$ cat config.mk
export PLATFORM = sky130hd
export DESIGN_NAME = capture_gray_frontend_flat
export DESIGN_NICKNAME = d
export VERILOG_FILES = /design/src/rtl/capture_gray_frontend_if.sv /design/src/rtl/capture_gray_frontend.sv /design/src/flat_wrapper.sv
export SDC_FILE = /design/constraint.sdc
export NUM_CORES = 2
export LEC_CHECK = 0
export ABC_CLOCK_PERIOD_IN_PS = 7060
export CORE_MARGIN = 5
export CORE_UTILIZATION = 60
export CTS_BUF_LIST = sky130_fd_sc_hd__clkbuf_8
export DETAILED_ROUTE_END_ITERATION = 12
export PLACE_DENSITY = 0.76
export SYNTH_ARGS = -nofsm -noshare
export SYNTH_HDL_FRONTEND = slang
export SYNTH_SLANG_ARGS = --single-unit
$ cat constraint.sdc
create_clock -name i_clk -period 7.06 [get_ports i_clk]
set_input_delay 2.118 -clock i_clk [delete_from_list [all_inputs] [get_ports i_clk]]
set_output_delay 2.118 -clock i_clk [all_outputs]
set_load 0.01 [all_outputs]
$ cat src/rtl/capture_gray_frontend_if.sv
// ---------------------------------------------------------------------------
// capture_gray_frontend_if
// Bundles the camera stream, grayscale output and grayscale-memory handshake
// of one camera channel front end.
//   start, clear       : frame start request / capture RAM pointer clear
//   cam_valid/cam_data : camera byte stream (R,G,B per pixel)
//   camera_enable      : camera streaming enable
//   gs_valid/gs_data   : grayscale pixel stream
//   rwm2_enable/rw_2   : grayscale memory enable / direction (1 = write)
//   rwm2_done          : grayscale memory operation-complete pulse
//   frame_done         : end-of-readout pulse
// slave  : the front end itself
// master : the surrounding system (camera, memory, sequencer)
// ---------------------------------------------------------------------------
interface capture_gray_frontend_if;
    logic       start;
    logic       clear;
    logic       cam_valid;
    logic [7:0] cam_data;
    logic       rwm2_done;
    logic       camera_enable;
    logic [7:0] gs_data;
    logic       gs_valid;
    logic       rwm2_enable;
    logic       rw_2;
    logic       frame_done;

    modport slave (
        input  start, clear, cam_valid, cam_data, rwm2_done,
        output camera_enable, gs_data, gs_valid, rwm2_enable, rw_2, frame_done
    );

    modport master (
        output start, clear, cam_valid, cam_data, rwm2_done,
        input  camera_enable, gs_data, gs_valid, rwm2_enable, rw_2, frame_done
    );
endinterface

$ cat src/rtl/capture_gray_frontend.sv
// ---------------------------------------------------------------------------
// capture_gray_frontend
// Captures one RGB frame into a byte-wide capture RAM, replays it through an
// RGB-to-gray converter into the external grayscale memory, then commands
// that memory to read out.
// Ports:
//   i_clk   : system clock
//   i_rst_n : asynchronous active-low reset
//   bus     : capture_gray_frontend_if.slave (camera, gray stream, memory
//             handshake, start/clear, frame_done)
// ---------------------------------------------------------------------------
module capture_gray_frontend #(
    parameter int PIXELS = 64,
    parameter int DEPTH  = 3 * PIXELS
) (
    input  logic                          i_clk,
    input  logic                          i_rst_n,
    capture_gray_frontend_if.slave        bus
);
    localparam int AW = $clog2(DEPTH + 1);
    localparam int CW = $clog2(PIXELS + 1);
    localparam logic [AW-1:0] PTR_END  = AW'(DEPTH);
    localparam logic [AW-1:0] PTR_LAST = AW'(DEPTH - 1);
    localparam logic [CW-1:0] PIX_LAST = CW'(PIXELS - 1);

    typedef enum logic [1:0] {IDLE, CAPTURE, CONVERT, READOUT} state_t;

    state_t        r_state;
    logic          r_camera_enable;
    logic          r_rwm2_enable;
    logic          r_rw_2;
    logic          r_frame_done;

    logic [7:0]    r_mem [DEPTH];
    logic [AW-1:0] r_wr_ptr;
    logic [AW-1:0] r_rd_ptr;
    logic          r_wr_done;
    logic [7:0]    r_rd_data;
    logic          r_rd_valid;

    logic [1:0]    r_byte_cnt;
    logic [7:0]    r_red;
    logic [7:0]    r_grn;
    logic [7:0]    r_gs_data;
    logic          r_gs_valid;
    logic [CW-1:0] r_gs_cnt;
    logic          r_gs_done;

    logic          w_new_frame;
    logic          w_leave_convert;
    logic          w_pause;
    logic          w_wr_en;
    logic          w_rd_en;
    logic [15:0]   w_sum;

    // A frame starts only from IDLE; start is ignored everywhere else.
    assign w_new_frame     = (r_state == IDLE) && bus.start;
    // rwm2_done during CONVERT counts only once every pixel has been issued.
    assign w_leave_convert = (r_state == CONVERT) && bus.rwm2_done && r_gs_done;
    // Stall the RAM read for the cycle in which the B byte is being consumed,
    // which leaves one bubble per pixel (4-cycle pixel period).
    assign w_pause = r_rd_valid && (r_byte_cnt == 2'd2);
    assign w_wr_en = (r_state == CAPTURE) && bus.cam_valid && !r_wr_done && !bus.clear;
    assign w_rd_en = (r_state == CONVERT) && !w_pause && (r_rd_ptr != PTR_END) && !bus.clear;

    assign w_sum = 16'd77  * {8'd0, r_red}
                 + 16'd150 * {8'd0, r_grn}
                 + 16'd29  * {8'd0, r_rd_data};

    // ---------------- controller ----------------
    always_ff @(posedge i_clk or negedge i_rst_n) begin
        if (!i_rst_n) begin
            r_state         <= IDLE;
            r_camera_enable <= 1'b0;
            r_rwm2_enable   <= 1'b0;
            r_rw_2          <= 1'b0;
            r_frame_done    <= 1'b0;
        end else begin
            r_frame_done <= 1'b0;
            case (r_state)
                IDLE: begin
                    if (bus.start) begin
                        r_state         <= CAPTURE;
                        r_camera_enable <= 1'b1;
                    end
                end
                CAPTURE: begin
                    if (r_wr_done) begin
                        r_state         <= CONVERT;
                        r_camera_enable <= 1'b0;
                        r_rwm2_enable   <= 1'b1;
                        r_rw_2          <= 1'b1;
                    end
                end
                CONVERT: begin
                    if (w_leave_convert) begin
                        r_state <= READOUT;
                        r_rw_2  <= 1'b0;
                    end
                end
                READOUT: begin
                    if (bus.rwm2_done) begin
                        r_state       <= IDLE;
                        r_rwm2_enable <= 1'b0;
                        r_frame_done  <= 1'b1;
                    end
                end
                default: r_state <= IDLE;
            endcase
        end
    end

    // ---------------- capture RAM storage ----------------
    always_ff @(posedge i_clk) begin
        if (w_wr_en) r_mem[r_wr_ptr] <= bus.cam_data;
        if (w_rd_en) r_rd_data <= r_mem[r_rd_ptr];
    end

    // ---------------- capture RAM pointers ----------------
    // Pointers also rewind on a new frame so every start captures afresh.
    always_ff @(posedge i_clk or negedge i_rst_n) begin
        if (!i_rst_n) begin
            r_wr_ptr   <= '0;
            r_rd_ptr   <= '0;
            r_wr_done  <= 1'b0;
            r_rd_valid <= 1'b0;
        end else if (bus.clear || w_new_frame) begin
            r_wr_ptr   <= '0;
            r_rd_ptr   <= '0;
            r_wr_done  <= 1'b0;
            r_rd_valid <= 1'b0;
        end else begin
            if (w_wr_en) begin
                r_wr_ptr <= r_wr_ptr + 1'b1;
                if (r_wr_ptr == PTR_LAST) r_wr_done <= 1'b1;
            end
            r_rd_valid <= w_rd_en;
            if (w_rd_en) r_rd_ptr <= r_rd_ptr + 1'b1;
        end
    end

    // ---------------- grayscaler ----------------
    always_ff @(posedge i_clk or negedge i_rst_n) begin
        if (!i_rst_n) begin
            r_byte_cnt <= 2'd0;
            r_red      <= 8'd0;
            r_grn      <= 8'd0;
            r_gs_data  <= 8'd0;
            r_gs_valid <= 1'b0;
            r_gs_cnt   <= '0;
            r_gs_done  <= 1'b0;
        end else begin
            r_gs_valid <= 1'b0;
            if (w_leave_convert || w_new_frame) begin
                r_byte_cnt <= 2'd0;
                r_gs_cnt   <= '0;
                r_gs_done  <= 1'b0;
            end else if (r_rd_valid) begin
                case (r_byte_cnt)
                    2'd0: begin
                        r_red      <= r_rd_data;
                        r_byte_cnt <= 2'd1;
                    end
                    2'd1: begin
                        r_grn      <= r_rd_data;
                        r_byte_cnt <= 2'd2;
                    end
                    default: begin
                        r_gs_data  <= w_sum[15:8];
                        r_gs_valid <= 1'b1;
                        r_byte_cnt <= 2'd0;
                        r_gs_cnt   <= r_gs_cnt + 1'b1;
                        if (r_gs_cnt == PIX_LAST) r_gs_done <= 1'b1;
                    end
                endcase
            end
        end
    end

    assign bus.camera_enable = r_camera_enable;
    assign bus.gs_data       = r_gs_data;
    assign bus.gs_valid      = r_gs_valid;
    assign bus.rwm2_enable   = r_rwm2_enable;
    assign bus.rw_2          = r_rw_2;
    assign bus.frame_done    = r_frame_done;
endmodule

$ cat src/flat_wrapper.sv
// flat-port wrapper written by rule: the top's interface ports become plain ports
module capture_gray_frontend_flat 
#(
    parameter int PIXELS = 64,
    parameter int DEPTH  = 3 * PIXELS
)
  (i_clk, i_rst_n, bus_start, bus_clear, bus_cam_valid, bus_cam_data, bus_rwm2_done, bus_camera_enable, bus_gs_data, bus_gs_valid, bus_rwm2_enable, bus_rw_2, bus_frame_done);
  capture_gray_frontend_if bus_i ();
  input  logic i_clk;
  input  logic i_rst_n;
  input wire logic [$bits(bus_i.start)-1:0] bus_start;
  input wire logic [$bits(bus_i.clear)-1:0] bus_clear;
  input wire logic [$bits(bus_i.cam_valid)-1:0] bus_cam_valid;
  input wire logic [$bits(bus_i.cam_data)-1:0] bus_cam_data;
  input wire logic [$bits(bus_i.rwm2_done)-1:0] bus_rwm2_done;
  output wire logic [$bits(bus_i.camera_enable)-1:0] bus_camera_enable;
  output wire logic [$bits(bus_i.gs_data)-1:0] bus_gs_data;
  output wire logic [$bits(bus_i.gs_valid)-1:0] bus_gs_valid;
  output wire logic [$bits(bus_i.rwm2_enable)-1:0] bus_rwm2_enable;
  output wire logic [$bits(bus_i.rw_2)-1:0] bus_rw_2;
  output wire logic [$bits(bus_i.frame_done)-1:0] bus_frame_done;
  assign bus_i.start = bus_start;
  assign bus_i.clear = bus_clear;
  assign bus_i.cam_valid = bus_cam_valid;
  assign bus_i.cam_data = bus_cam_data;
  assign bus_i.rwm2_done = bus_rwm2_done;
  assign bus_camera_enable = bus_i.camera_enable;
  assign bus_gs_data = bus_i.gs_data;
  assign bus_gs_valid = bus_i.gs_valid;
  assign bus_rwm2_enable = bus_i.rwm2_enable;
  assign bus_rw_2 = bus_i.rw_2;
  assign bus_frame_done = bus_i.frame_done;
  capture_gray_frontend #(.PIXELS(PIXELS), .DEPTH(DEPTH)) u_core (.i_clk(i_clk), .i_rst_n(i_rst_n), .bus(bus_i));
endmodule
**After elaboration in Yosys (flattened, before gate mapping)**

Memory sizes are Yosys's and may differ from the RTL's. A register that Yosys moved wholly into a read port is not among the register bits.
Index checks and enable logic that the tools add are counted.

- Add/sub/neg operators: 5
- Multipliers: 3
- Eq/ne operators: 13
- Multiplexer cells: 38
- Bitwise logic cells: 2
- Reduce and logical (&&, ||, !) cells: 36

Operators by type and width:

| kind | count |
|---|---|
| $mux W8 | 4 |
| $mul A7 B8 Y15 const A | 2 |
| $mux W7 | 3 |
| $reduce_and A3 Y1 | 7 |
| $mux W1 | 20 |
| $add A15 B16 Y16 | 1 |
| $add A16 B13 Y16 | 1 |
| $add A8 B1 Y8 const B | 2 |
| $reduce_bool A2 Y1 | 8 |
| $mul A5 B8 Y13 const A | 1 |
| $mux W2 | 6 |
| $logic_and A1 B1 Y1 | 10 |
| $eq A8 B8 Y1 const B | 1 |
| $ne A8 B8 Y1 const B | 1 |
| $pmux W2 S4 | 1 |
| $add A7 B1 Y7 const B | 1 |
| $eq A7 B6 Y1 const B | 1 |
| $eq A2 B2 Y1 const B | 3 |
| $ne A2 B1 Y1 const B | 3 |
| $pmux W1 S2 | 3 |
| $eq A2 B1 Y1 const B | 2 |
| $logic_not A2 Y1 | 2 |
| $ne A2 B2 Y1 const B | 2 |
| $pmux W2 S2 | 1 |
| 6 further kinds | 11 |

- Register bits after elaboration: 59
- Bits in writable memories: 1536
- Input bits: 14
- Output and inout port bits: 13
- Word-level logic and storage cells: 114
- Memories: 1

Memories:

| memory | words | width | read ports | clocked after Yosys merged registers in | wr ports | RTL line | RTL |
|---|---|---|---|---|---|---|---|
| u_core.r_mem | 192 | 8 | 1 | 1 | 1 | capture_gray_frontend.sv:34 | `logic [7:0] r_mem [DEPTH];` |

**Depth between registers and ports, before layout**

- Word-level depth: 8
- Gate-level depth with buffers: 25

**Worst setup path after synthesis**

Ideal clock, no wire load.

- Path type: register to register
- Start: register u_core.r_grn[4]
- End: register u_core.r_gs_data[7] (netlist: u_core.bus.gs_data[7])
- Library setup time: 125 ps
- Arrival: 6260 ps
- Setup slack: 675 ps
- Stages on the path, launching flop included: 22
- Path buffers: 0
- Clock period less this slack: 6385 ps
- Path through: dfrtp_1 > ha_1 > ha_1 > inv_1 > fa_1 > fa_1 > inv_1 > ha_1 > xnor2_1 > fa_1 > fa_1 > inv_1 > fa_1 > fa_1 > inv_1 > ha_1 > o211a_1 > o41a_1 > a211oi_1 > o21bai_1 > xnor3_1 > mux2_2

- Longest elaborated chain between the ends: 3

Ends and longest elaborated chain:

| what | RTL line | RTL |
|---|---|---|
| start: declaration | capture_gray_frontend.sv:43 | `logic [7:0] r_grn;` |
| start signal: assignment | capture_gray_frontend.sv:165 | `r_grn <= r_rd_data;` |
| $mul A7 B8 Y15 | capture_gray_frontend.sv:67 | `+ 16'd150 * {8'd0, r_grn}` |
| $add A15 B16 Y16 | capture_gray_frontend.sv:67 |  |
| $add A16 B13 Y16 | capture_gray_frontend.sv:68 | `+ 16'd29 * {8'd0, r_rd_data};` |
| end signal: assignment | capture_gray_frontend.sv:169 | `r_gs_data <= w_sum[15:8];` |
| end: declaration | capture_gray_frontend.sv:44 | `logic [7:0] r_gs_data;` |

No other way between the ends.
A chain may end at the register's enable or synchronous reset.

**Worst setup path after layout**

Ends and elaborated chain as after synthesis.

==> results.cfg <==
[detailed_routing]
wire_per_inst_um = 29.4
viasPerCell = 6.48
finalWirelength_um = 142000
ant_nets = 0
drc = 0
vias = 31305
firstDrtPassIters = 6
drt_iter0_drc = 3963

[worst_setup_path]
cp_data_required_time_ps = 7860
crit_buf_inv = 4
critical_path.max_fanout = 5
max_stage_delay_ps = 510
ff2ff_path_depth = 21
critPathTopFamily = adder cells
end_kind = register
reg2reg_from = u_core.r_grn[4]
reg2reg_to = u_core.bus.gs_data[7]
cp_common_cell = fa_1
reg2reg_slack_ps = 440
crit_start = u_core.r_grn[4]
worst_setup_path_start_kind = register
cpMaxStageDelayCell = fa_1
crit_chain = ha_1 -> ha_1 -> inv_1 -> fa_1 -> fa_1 -> inv_1 -> ha_1 -> xnor2_1 -> fa_1 -> fa_1 -> inv_1 -> fa_1 -> fa_1 -> inv_1 -> ha_1 -> o211a_1 -> o41a_1 -> a211oi_2 -> o21bai_1 -> xnor3_1 -> mux2_2
criticalPathCategory = reg2reg
worstPathArrival_ps = 7420

[sta]
period_minus_slack_ps = 6620
fin_worst_hold_slack_ps = 494
finalSetupViolations = 0
rsz0062_at_grt = false
maxSlewViolCount = 0
worst_slew_pin_slew_ps = 1250
finalHoldViolations = 0
fmax_mhz = 151
post-route-period-util_pct = 93.8
maxSlewHeadroom_pct = 16.7
finalSetupTns_ps = 0
postLayoutSetupSlackWorst_ps = 436
fin_worst_skew_ps = 58.0

[grt]
grt_usage_pct = 25.1
gr-total-overflow = 0
first_global_vias = 32399
grt_pass1_wl_um = 213000
grt_antenna_before_repair = 4
grt_start_max_net_pins = 134

[logic_synthesis]
syn_area_um2 = 65200
ys_seq_area_share_pct = 73.4
ys.flop_type = edfxtp_1
synth_top_area_share_pct = 71.2
synth_cell_type_count = 55
synth_area_leaders = edfxtp_1 71%, mux4_2 17%, dfrtp_1 2.3%, ha_1 1.8%, fa_1 1.7%
async_flop_share_pct = 3.68
yosysMostFrequentCell = edfxtp_1
ys_ff_latch = 1603
ys_warn_count = 0
syn_inst = 3075
syn_nets = 3239
ys_top_cells_by_count = 1544 x edfxtp_1, 480 x mux4_2, 236 x nor2_1
synth_top_area_cell = edfxtp_1
synth-edff-count = 1544
avgSynthCellArea_um2 = 21.2

[floorplanning]
dieArea_um2 = 115000
io_pins = 27
dieHeight_um = 340
core_area_um2 = 108000
die_x_um = 340
start_util_pct = 60.6
placementRows = 120

[clocking]
clk_latency_ps = 930
cts.clk_slew.worst_paths_ps = 60
clock-root-buffer = clkbuf_8
clockBufferDepth = 3
cts_max_level = 4
cts_tree = yes
hold_buffers = 0
cts_buffers = 238
cts.sinks = 1603

[min_path]
min_to = u_core.bus.gs_data[5]
holdPathStages = 2
worstHoldPathType = reg2reg
hold_start = u_core.bus.gs_data[5]

[pwr]
switching_share_pct = 29.8
combPwrFrac_pct = 28.5
power.static_leakage_nw = 22.7
seqPwrFrac_pct = 42.6
ir_drop_mv = 0.968
p_clk_share_pct = 28.9
power.internal_mw = 17.6
p_switching_mw = 7.46
power_density_nw_per_um2 = 350

[placement]
dpl.hpwl_um = 84100
place_congestion = 0.851
dp.cells = 4381
pre_cts_ws_ps = 344
portBuffers = 26

[finish]
fin_nets = 3382
area_growth_pct = 9.76
drive_gt1_share_pct = 25.6
fin_cells = 4828

[outcome]
status = complete, no violations

[run]
cap_viol_max_count = 0
[sequential cells by signal (all words and copies together) (netlist names), 2 cells and up]
signal / cells
u_core.bus.gs_data: 8
u_core.r_byte_cnt: 2
u_core.r_grn: 8
u_core.r_gs_cnt: 7
u_core.r_mem: 1536
u_core.r_rd_data: 8
u_core.r_rd_ptr: 8
u_core.r_red: 8
u_core.r_state: 2
u_core.r_wr_ptr: 8
[layout make-up]
type                    instances  area [um^2]
flip-flops and latches       1603        47900
fillers                      6614        36000
multi-input cells            1199        16200
clock buffers                 249         3430
well taps                    1403         1760
clock inverters               195         1200
repair buffers                 65          633
inverters                     111          417
diodes                          3         7.51
[tightest hold or removal path: stages (launching register included)]
cell and delay [ps]:
dfrtp_1 350, nand2_1 50, o21ai_0 60
[repair_timing]
action	in CTS	in global routing
resized for setup	0	1
endpoints found under the hold margin	0	0
buffers inserted	0	0
setup endpoints to repair	0	1
[per-stage QoR]
step	cell area, um^2	util, %	power, mW
2_1_floorplan	65200	-	16.3
4_1_cts	71500	66.5	25.2
3_3_place_gp	66900	62.2	17.6
6_report	71500	66.5	25.0
3_5_place_dp	66900	62.2	18.0
5_1_grt	71500	66.5	26.6
[cells by family after synthesis]
group | Yosys count | synth area share (%)
flip-flops | 1603 | 73.4
multiplexers | 533 | 17.4
AND/OR/NAND/NOR | 375 | 2.39
buffers and inverters | 273 | 1.74
adder cells (fa/ha/maj) | 150 | 3.51
AO/OA/AOI/OAI | 107 | 1.01
XOR/XNOR | 34 | 0.478
[how the worst max path moves through the flow]
stage / cells past startpoint / to
floorplan: 21 / u_core.bus.gs_data[7]
global placement: 21 / u_core.bus.gs_data[7]
detailed placement: 21 / u_core.bus.gs_data[7]
CTS: 21 / u_core.bus.gs_data[7]
global route: 23 / u_core.bus.gs_data[7]
finish: 21 / u_core.bus.gs_data[7]
[power groups by stage]
stage	logic [mW]	clock network [mW]	registers, mW
CTS	7.16	7.34	10.7
global route	8.14	7.83	10.7
detailed placement	7.14	0	10.9
finish	7.14	7.22	10.7
floorplan	5.46	0	10.8
global placement	6.79	0	10.9
[routing by layer]
layer / vias up / routed length (um) / global-route usage [%]
met2: 1734 / 69900 / 39.5
met5: - / 13 / 0
met4: 2 / 4090 / 7.86
met1: 16459 / 54600 / 36.3
li1: 12876 / - / -
met3: 234 / 13300 / 5.06
[cells in the final DEF, fill, tap and decap left out, types with 5 or more instances in the layout]
cell / count
dfrtp_1: 53
nand2b_1: 5
nor2_1: 236
nor3_1: 6
clkinv_1: 71
buf_4: 33
mux2i_1: 32
inv_1: 178
o21ai_1: 8
clkdlybuf4s50_1: 17
nor2b_1: 6
clkinv_2: 30
clkbuf_8: 249
bufinv_16: 12
a21o_1: 5
o21ai_0: 46
nand2_1: 66
xnor2_1: 13
buf_6: 8
nand3_1: 17
ha_1: 95
a31oi_1: 5
a21oi_1: 14
edfxtp_1: 1544
xor2_1: 20
buf_12: 6
mux4_2: 480
nand4_1: 8
fa_1: 55
a221oi_1: 5
or2_2: 5
o221ai_1: 5
nand2_2: 7
mux2_2: 21
No activity file was read; power rests on OpenSTA's default activity.
